==> config.mk <==
export PLATFORM = sky130hd
export DESIGN_NAME = vde_tile_fetcher
export DESIGN_NICKNAME = d
export VERILOG_FILES = /design/src/rtl/vde_pkg.sv /design/src/rtl/vde_tile_fetcher.sv
export SDC_FILE = /design/constraint.sdc
export NUM_CORES = 1
export LEC_CHECK = 0
export ABC_CLOCK_PERIOD_IN_PS = 4800
export CAP_MARGIN = 20
export CORE_UTILIZATION = 44
export DETAILED_ROUTE_END_ITERATION = 12
export GPL_TIMING_DRIVEN = 0
export MAX_ROUTING_LAYER = met4
export PLACE_DENSITY = 0.7
export SYNTH_ARGS = -nofsm -noshare
export SYNTH_HDL_FRONTEND = slang
export SYNTH_SLANG_ARGS = --single-unit
==> constraint.sdc <==
create_clock -name clk_i -period 4.8 [get_ports clk_i]
set_clock_uncertainty 0.1 [all_clocks]
set_input_delay 0.72 -clock clk_i [delete_from_list [all_inputs] [get_ports clk_i]]
set_output_delay 0.72 -clock clk_i [all_outputs]
set_load 0.1 [all_outputs]
==> src/rtl/vde_pkg.sv <==
// vde_pkg
//   Definitions shared by the sprite path of the video display engine:
//   tile geometry, default tile-map size, and the widths of the
//   (sprite index, sprite row) beat passed from the tile fetcher to the
//   sprite emitter. The fetcher state enum also lives here so benches
//   and debug logic can name the states.
package vde_pkg;

  // Tiles are square, TILE_PX pixels on a side.
  localparam int TILE_PX        = 8;

  // Default map: 80x60 tiles, i.e. 640x480 pixels.
  localparam int MAP_WIDTH_DEF  = 80;
  localparam int MAP_HEIGHT_DEF = 60;

  // Beat fields consumed by the sprite emitter.
  localparam int SPRITE_IDX_W   = 9;
  localparam int SPRITE_ROW_W   = 4;

  // Tile fetcher sequencing: one beat is ADDR -> LATCH -> SEND.
  typedef enum logic [1:0] {
    FETCH_IDLE  = 2'd0,
    FETCH_ADDR  = 2'd1,
    FETCH_LATCH = 2'd2,
    FETCH_SEND  = 2'd3
  } fetch_state_e;

endpackage

==> src/rtl/vde_tile_fetcher.sv <==
// vde_tile_fetcher
//   Producer side of the sprite-index stream. For every line_start_i it
//   walks one row of the tile map (MAP_WIDTH columns) and issues one
//   (sprite index, sprite row) beat per column on a valid/ready handshake.
//   frame_start_i rewinds to scanline 0 and abandons any activity.
//
// Ports
//   clk_i           clock, all logic on the rising edge
//   rstn_i          asynchronous active-low reset
//   frame_start_i   one-cycle pulse, rewind to scanline 0 (highest priority)
//   line_start_i    one-cycle pulse, emit the next scanline
//   map_addr_o      tile map read address (registered)
//   map_data_i      tile map read data, one cycle after map_addr_o; [8:0] used
//   sprite_valid_o  beat valid
//   sprite_ready_i  consumer ready
//   sprite_data_o   sprite index of the beat
//   sprite_row_o    pixel row inside the sprite, {1'b0, scanline[2:0]}
//   busy_o          a line is being emitted or is queued
//   overrun_o       sticky: a line request arrived with the queue already full
module vde_tile_fetcher
  import vde_pkg::*;
#(
  parameter int MAP_WIDTH  = MAP_WIDTH_DEF,
  parameter int MAP_HEIGHT = MAP_HEIGHT_DEF,
  parameter int MAP_ADDR_W = 13
) (
  input  logic                    clk_i,
  input  logic                    rstn_i,
  input  logic                    frame_start_i,
  input  logic                    line_start_i,
  output logic [MAP_ADDR_W-1:0]   map_addr_o,
  input  logic [15:0]             map_data_i,
  output logic                    sprite_valid_o,
  input  logic                    sprite_ready_i,
  output logic [SPRITE_IDX_W-1:0] sprite_data_o,
  output logic [SPRITE_ROW_W-1:0] sprite_row_o,
  output logic                    busy_o,
  output logic                    overrun_o
);

  localparam int LINES = MAP_HEIGHT * TILE_PX;
  localparam int TX_W  = (MAP_WIDTH > 1) ? $clog2(MAP_WIDTH) : 1;
  // y must be able to hold LINES itself, which marks an exhausted frame.
  localparam int Y_W   = $clog2(LINES + 1);

  localparam logic [TX_W-1:0]       TX_LAST  = TX_W'(MAP_WIDTH - 1);
  localparam logic [Y_W-1:0]        Y_END    = Y_W'(LINES);
  localparam logic [MAP_ADDR_W-1:0] ROW_STEP = MAP_ADDR_W'(MAP_WIDTH);

  fetch_state_e                state_q, state_d;
  logic [TX_W-1:0]             tx_q, tx_d;
  logic [Y_W-1:0]              y_q, y_d;
  logic [MAP_ADDR_W-1:0]       row_base_q, row_base_d;
  logic                        pending_q, pending_d;
  logic                        overrun_q, overrun_d;
  logic                        valid_q, valid_d;
  logic [SPRITE_IDX_W-1:0]     data_q, data_d;
  logic [SPRITE_ROW_W-1:0]     row_q, row_d;
  logic [MAP_ADDR_W-1:0]       addr_q, addr_d;

  logic [TX_W-1:0]             tx_inc;
  logic                        map_hi_unused;

  // Upper map word bits carry nothing for this block.
  assign map_hi_unused = ^map_data_i[15:SPRITE_IDX_W];

  assign tx_inc = tx_q + TX_W'(1);

  // State register. Every piece of state, including the output registers,
  // is captured here from the next-state values computed below.
  always_ff @(posedge clk_i or negedge rstn_i) begin
    if (!rstn_i) begin
      state_q    <= FETCH_IDLE;
      tx_q       <= '0;
      y_q        <= '0;
      row_base_q <= '0;
      pending_q  <= 1'b0;
      overrun_q  <= 1'b0;
      valid_q    <= 1'b0;
      data_q     <= '0;
      row_q      <= '0;
      addr_q     <= '0;
    end else begin
      state_q    <= state_d;
      tx_q       <= tx_d;
      y_q        <= y_d;
      row_base_q <= row_base_d;
      pending_q  <= pending_d;
      overrun_q  <= overrun_d;
      valid_q    <= valid_d;
      data_q     <= data_d;
      row_q      <= row_d;
      addr_q     <= addr_d;
    end
  end

  // Next-state logic. The map address is loaded whenever the FSM enters
  // ADDR so that the synchronous map read returns data during LATCH.
  // row_base steps by one map row after the eighth scanline of a tile row,
  // which keeps the address generation free of a multiplier.
  always_comb begin
    state_d    = state_q;
    tx_d       = tx_q;
    y_d        = y_q;
    row_base_d = row_base_q;
    pending_d  = pending_q;
    overrun_d  = overrun_q;
    valid_d    = valid_q;
    data_d     = data_q;
    row_d      = row_q;
    addr_d     = addr_q;

    case (state_q)
      FETCH_IDLE: begin
        if (pending_q || line_start_i) begin
          if (y_q < Y_END) begin
            state_d   = FETCH_ADDR;
            addr_d    = row_base_q + MAP_ADDR_W'(tx_q);
            // A fresh pulse arriving as a queued line is consumed
            // becomes the next queued line.
            pending_d = pending_q && line_start_i;
          end else begin
            // Frame exhausted: requests are discarded quietly.
            pending_d = 1'b0;
          end
        end
      end

      FETCH_ADDR: begin
        state_d = FETCH_LATCH;
      end

      FETCH_LATCH: begin
        data_d  = map_data_i[SPRITE_IDX_W-1:0];
        row_d   = {1'b0, y_q[2:0]};
        valid_d = 1'b1;
        state_d = FETCH_SEND;
      end

      FETCH_SEND: begin
        if (valid_q && sprite_ready_i) begin
          valid_d = 1'b0;
          if (tx_q < TX_LAST) begin
            tx_d    = tx_inc;
            addr_d  = row_base_q + MAP_ADDR_W'(tx_inc);
            state_d = FETCH_ADDR;
          end else begin
            tx_d    = '0;
            y_d     = y_q + Y_W'(1);
            if (y_q[2:0] == 3'd7) begin
              row_base_d = row_base_q + ROW_STEP;
            end
            state_d = FETCH_IDLE;
          end
        end
      end

      default: begin
        state_d = FETCH_IDLE;
        valid_d = 1'b0;
      end
    endcase

    // One-deep line queue; a request that finds it full is flagged.
    if ((state_q != FETCH_IDLE) && line_start_i) begin
      if (pending_q) begin
        overrun_d = 1'b1;
      end
      pending_d = 1'b1;
    end

    // Frame restart overrides everything, including a beat mid-handshake
    // and a line request in the same cycle.
    if (frame_start_i) begin
      state_d    = FETCH_IDLE;
      valid_d    = 1'b0;
      y_d        = '0;
      tx_d       = '0;
      row_base_d = '0;
      pending_d  = 1'b0;
      overrun_d  = 1'b0;
    end
  end

  assign map_addr_o     = addr_q;
  assign sprite_valid_o = valid_q;
  assign sprite_data_o  = data_q;
  assign sprite_row_o   = row_q;
  assign overrun_o      = overrun_q;
  assign busy_o         = (state_q != FETCH_IDLE) || pending_q;

endmodule

-- Word level (Yosys, flattened, before mapping)
Index checks and enable logic that the tools add are counted.
- add/sub/neg operators: 5
- $mul: 0
- div/mod/pow operators: 0
- $lt $le $gt $ge: 2
- eq/ne operators: 12
- shift operators: 0
- muxes and demuxes: 35
- bitwise operators: 0
- reductions and logical operators: 24
- operators by type and width (kind ; number):
    two-way mux 13 bit ; 9
    two-way mux 9 bit ; 4
    two-way mux 7 bit ; 4
    adder 13 x 7 -> 13 bit ; 2
    case mux 13 bit (2 select lines) ; 1
    nonzero test 2 bit ; 7
    adder 13 x 7 -> 13 bit, second input constant ; 1
    two-way mux 1 bit ; 11
    != test 2 bit, second input constant ; 5
    adder 9 x 1 -> 9 bit, second input constant ; 1
    < comparator 9 bit, second input constant ; 1
    != test 3 bit, second input constant ; 3
    nonzero test 3 bit ; 3
    two-way mux 2 bit ; 4
    case mux 2 bit (4 select lines) ; 1
    AND reduction 2 bit ; 4
    adder 7 x 1 -> 7 bit, second input constant ; 1
    < comparator 7 bit, second input constant ; 1
    AND reduction 3 bit ; 2
    AND reduction 5 bit ; 1
    == test 2 bit, second input constant ; 2
    AND reduction 4 bit ; 1
    == test 3 bit, second input constant ; 1
    logical AND 1 bit ; 3
    other kinds (4) ; 5
- flip-flop bits (word level): 59
- latch bits: 0
- RAM bits: 0
- ROM bits: 0
- output and inout bits: 29
- memories: 0

-- Longest topological paths before layout
Gate-level depths: netlist of run 1.
- depth in word-level cells: 6
- gate-level depth with buffers: 10
- gate-level depth less buffers: 10

-- Worst setup path after synthesis of run 1
No wires, ideal clock.
- path type: register to register
- start point: register tx_q[0]
- end point: register addr_q[7], in the netlist map_addr_o[7]
- arrival: 2197 ps
- path slack: 2378 ps
- cell stages (with the launch flop): 10
- buffers on the path: 0
- cells stage by stage: dfrtp_1 ha_1 and3_2 and3_1 nand2_1 xnor2_1 ha_1 a21oi_1 xnor2_1 mux2_2
- cells in the longest elaborated chain, start to end: 5
- elaborated cells on any way between the ends: 11
- those cells by class: 3 x add/sub; 1 x order compare; 1 x eq/ne; 5 x mux; 1 x reduce/logical
- ends and longest elaborated chain (what ; RTL line ; source):
    start: declaration ; vde_tile_fetcher.sv:51 ; logic [TX_W-1:0] tx_q, tx_d;
    start signal: assignment ; vde_tile_fetcher.sv:85 ; tx_q <= tx_d;
    adder 7 x 1 -> 7 bit ; vde_tile_fetcher.sv:67 ; assign tx_inc = tx_q + TX_W'(1);
    adder 13 x 7 -> 13 bit ; vde_tile_fetcher.sv:145 ; addr_d = row_base_q + MAP_ADDR_W'(tx_inc);
    two-way mux 13 bit ; vde_tile_fetcher.sv:143 ; if (tx_q < TX_LAST) begin
    two-way mux 13 bit ; vde_tile_fetcher.sv:141 ; if (valid_q && sprite_ready_i) begin
    case mux 13 bit (2 select lines) ; vde_tile_fetcher.sv:113 ; case (state_q)
    end signal: assignment ; vde_tile_fetcher.sv:93 ; addr_q <= addr_d;
    end: declaration ; vde_tile_fetcher.sv:59 ; logic [MAP_ADDR_W-1:0] addr_q, addr_d;
Parallel ways exist; a longest one is shown, timed or not. The select of a mux whose other input is x is not followed.
A chain may end at the register's enable or synchronous reset.

-- Worst setup path in the final report of run 1
- start point: register state_q[0]
- end point: output port busy_o
- cells in the longest elaborated chain, start to end: 2
- ends and longest elaborated chain (what ; RTL line ; source):
    start: declaration ; vde_tile_fetcher.sv:50 ; fetch_state_e state_q, state_d;
    start signal: assignment ; vde_tile_fetcher.sv:84 ; state_q <= state_d;
    nonzero test 2 bit ; vde_tile_fetcher.sv:190 ; assign busy_o = (state_q != FETCH_IDLE) || pending_q;
    logical OR 1 bit ; vde_tile_fetcher.sv:190 ;
    end: declaration ; vde_tile_fetcher.sv:37 ; output logic busy_o,
No other way between the ends.

==> impl_results.md, run 1 <==
- Status: finished, final reports clean
- Critical path cell sequence: inv_1, ha_1, nand2b_1, clkdlybuf4s50_1
- Vias per std cell: 5.24
- CP max-delay cell: clkdlybuf4s50_1
- FFs w/ async S/R, synth: 100%
- Vias in the first global route: 1901
- Clock slew at reported path FFs: 0.09 ns
- WP depth: 4
- Leakage power total: 1.46 nW
- R2r setup slk: 2.09 ns
- Worst Hold Class: primary input to async pin
- Final Slew Violations: 0
- Initial antenna violation count: 0
- P&R area growth vs syn: 22.0%
- Syn nets: 303
- Hold-fix buffers, CTS: 0
- Most common cell after layout, fill and taps aside: dfrtp_1
- Post-route DRC violation count: 0
- Core area: 5990 µm²
- Worst-Skew Late Latency: 0.30 ns
- Setup CP Type: register to primary output
- Multi-input logic area: 1330 µm²
- Port bufs: 40
- Final worst path period need: 3.13 ns
- Row cnt: 28
- Largest net degree at the start of global routing: 36
- R2R depth: 10
- Most frequent cells in the layout: dfrtp_1, clkdlybuf4s50_1, nor2_1
- Worst path max stage delay: 1.15 ns
- Htree depth: 2
- Post-route ant nets: 0
- Cells after Synth: 271
- Fmax: 320 MHz
- Area occupied by registers: 1380 µm²
- Longest Clk Path Bufs: 2
- CP endpoint kind: primary output
- Worst Path Required: 3.98 ns
- Fin Hold WS: 0.265 ns
- Grt total ovfl: 0
- Ant. Diodes: 0
- Syn Area/Cell: 10.2 µm²
- Fill cells: 537
- Final GP Congestion: 0.867
- Post-CTS setup repair buffer count: 0
- Die span in y: 81.5 µm
- Setup TNS: 0 ns
- P per Cell Area: 621 nW/µm²
- Die Span X: 81.5 µm
- Nets: 351
- Yosys reg bits: 55
- Die area: 6630 µm²
- CP startpoint kind: register
- DRT Wirelength: 5.31 mm
- DR WL/cell: 13.5 µm
- Worst-path fanout max: 5
- Main flop type after synthesis: dfrtp_1
- Clock sink count: 55
- Yosys warns: 0
- Final hold vios: 0
- Critical path's top delay family: buffers and inverters
- Num CTS Buffers: 5
- Layout cell share with drive strength beyond 1: 11.0%
- Clock tree from TritonCTS: yes
- Slew @ Worst Pin: 0.990 ns
- Crit path DAT: 2.31 ns
- Post-Layout Inst Area: 3390 µm²
- Sequential fraction of the synthesis area: 49.5%
- Period utilization: 65.1%
- Cell Area, Placed: 3290 µm²
- Vias: 2064
- RSZ-0062 raised after global routing: false
- Slew HR: 33.8%
- Reg2reg start: tx_q[0]
- Starting Density: 46.4%
- EDFF count, synth: 0
- VDD IR max: 524 µV
- First-pass GRT wire length: 8.96 mm
- Cts repair resizes: 0
- Root Driver: clkbuf_8
- Max-Cap Viols: 0
- Synth unique cells: 40
- Crit path buffers/inverters: 2
- Initial DRT Pass Iterations: 4
- Post-DP HPWL: 3.81 mm
- RR Endpoint: map_addr_o[10]
- I/O pins: 50
- Synth Cell Area: 2780 µm²
- Final setup viols: 0
- Initial DRC count: 79
- GRT Overall Usage: 18.2%
[how the worst max path moves through the flow]
stage	startpoint	to	slack (ns)
2_1_floorplan	tx_q[0]	map_addr_o[7]	2.38
3_3_place_gp	rstn_i	map_addr_o[11]	1.22
3_5_place_dp	state_q[0]	busy_o	2.02
4_1_cts	state_q[0]	busy_o	1.66
5_1_grt	state_q[0]	busy_o	1.57
6_report	state_q[0]	busy_o	1.67
[metal layers]
layer	GRT usage, %	up-vias	share of wire (%)
li1	-	1041	-
met1	23.6	974	49
met2	29.3	43	46
met3	3.89	6	3.4
met4	4.29	0	0.96
met5	-	-	0
[through the flow]
step / total power, mW / utilization [%] / std cells / setup WS [ns]
2_1_floorplan: 1.55 / - / 271 / 2.38
3_3_place_gp: 1.81 / 54.6 / 386 / 1.22
3_5_place_dp: 1.82 / 54.9 / 387 / 2.02
4_1_cts: 2.13 / 56.6 / 394 / 1.66
5_1_grt: 2.21 / 56.6 / 394 / 1.57
6_report: 2.11 / 56.6 / 394 / 1.67
[power by group]
group	switching (mW)	total [mW]	internal, mW
Sequential	0.0510	0.612	0.561
Clock	0.143	0.296	0.153
Combinational	0.894	1.20	0.303
[flip-flops by register name, indices dropped and copies added, names as in the netlist]
signal / flops
map_addr_o: 13
row_base_q: 9
sprite_data_o: 9
y_q: 9
tx_q: 7
sprite_row_o: 3
state_q: 2
overrun_o: 1
pending_q: 1
sprite_valid_o: 1
[layout make-up]
type                            count  area share (%)
Clock inverter                      1           0.886
Buffer                             12            1.55
Sequential cell                    55            40.6
Multi-Input combinational cell    198            39.1
Timing Repair Buffer               41            12.3
Inverter                            6           0.664
Tap cell                           75            2.77
Clock buffer                        6            2.14
[synthesized netlist by cell type, types with 5 or more instances]
library cell  instances  area (µm²)
xor2_1                9        78.8
a31oi_1               6        37.5
o21ai_0               7        35.0
nor2_1               32         120
ha_1                 11         138
dfrtp_1              55        1380
nand2_1              18        67.6
mux2_2               15         169
clkbuf_1              7        26.3
nor3_1                5        25.0
or3_1                 5        31.3
inv_1                 6        22.5
a21oi_1              24         120
xnor2_1              18         158
nand3_1               9        45.0
[logic make-up after synthesis]
group / share of synthesized area [%]
xor+xnor: 8.51
flops: 49.5
simple gates: 15.7
mux: 7.16
buf+inv: 2.70
fa+ha+maj: 4.95
other cells: 0.135
compound gates: 11.3
No activity file was read; power rests on OpenSTA's default activity.
==> run 2, diff against run 1 <==
--- a/config.mk
+++ b/config.mk
@@ -5,7 +5,7 @@
 export SDC_FILE = /design/constraint.sdc
 export NUM_CORES = 1
 export LEC_CHECK = 0
-export ABC_CLOCK_PERIOD_IN_PS = 4800
+export ABC_CLOCK_PERIOD_IN_PS = 3200
 export CAP_MARGIN = 20
 export CORE_UTILIZATION = 44
 export DETAILED_ROUTE_END_ITERATION = 12
==> constraint.sdc (replaced) <==
create_clock -name clk_i -period 3.2 [get_ports clk_i]
set_clock_uncertainty 0.1 [all_clocks]
set_input_delay 0.48 -clock clk_i [delete_from_list [all_inputs] [get_ports clk_i]]
set_output_delay 0.48 -clock clk_i [all_outputs]
set_load 0.1 [all_outputs]
==> results of run 2 <==
Same layout as run 1 (identical final DEF). Status: finished, final reports clean.
Among the figures that moved: setup slack after placement 2.02 ns -> 0.524 ns; setup slack after layout 1.67 ns -> 0.315 ns; hold slack 0.265 ns -> 0.0248 ns; register-to-register setup slack 2.09 ns -> 0.49 ns; total power 2.11 mW -> 3.16 mW; worst IR drop on VDD 524 µV -> 787 µV
==> run 3, diff against run 2 <==
--- a/config.mk
+++ b/config.mk
@@ -5,6 +5,7 @@
 export SDC_FILE = /design/constraint.sdc
 export NUM_CORES = 1
 export LEC_CHECK = 0
+export ABC_AREA = 0
 export ABC_CLOCK_PERIOD_IN_PS = 3200
 export CAP_MARGIN = 20
 export CORE_UTILIZATION = 44
==> results of run 3 <==
Same layout as run 1 (identical final DEF). Status: finished, final reports clean.
Among the figures that moved: setup slack after placement 2.02 ns -> 0.524 ns; setup slack after layout 1.67 ns -> 0.315 ns; hold slack 0.265 ns -> 0.0248 ns; register-to-register setup slack 2.09 ns -> 0.49 ns; total power 2.11 mW -> 3.16 mW; worst IR drop on VDD 524 µV -> 787 µV
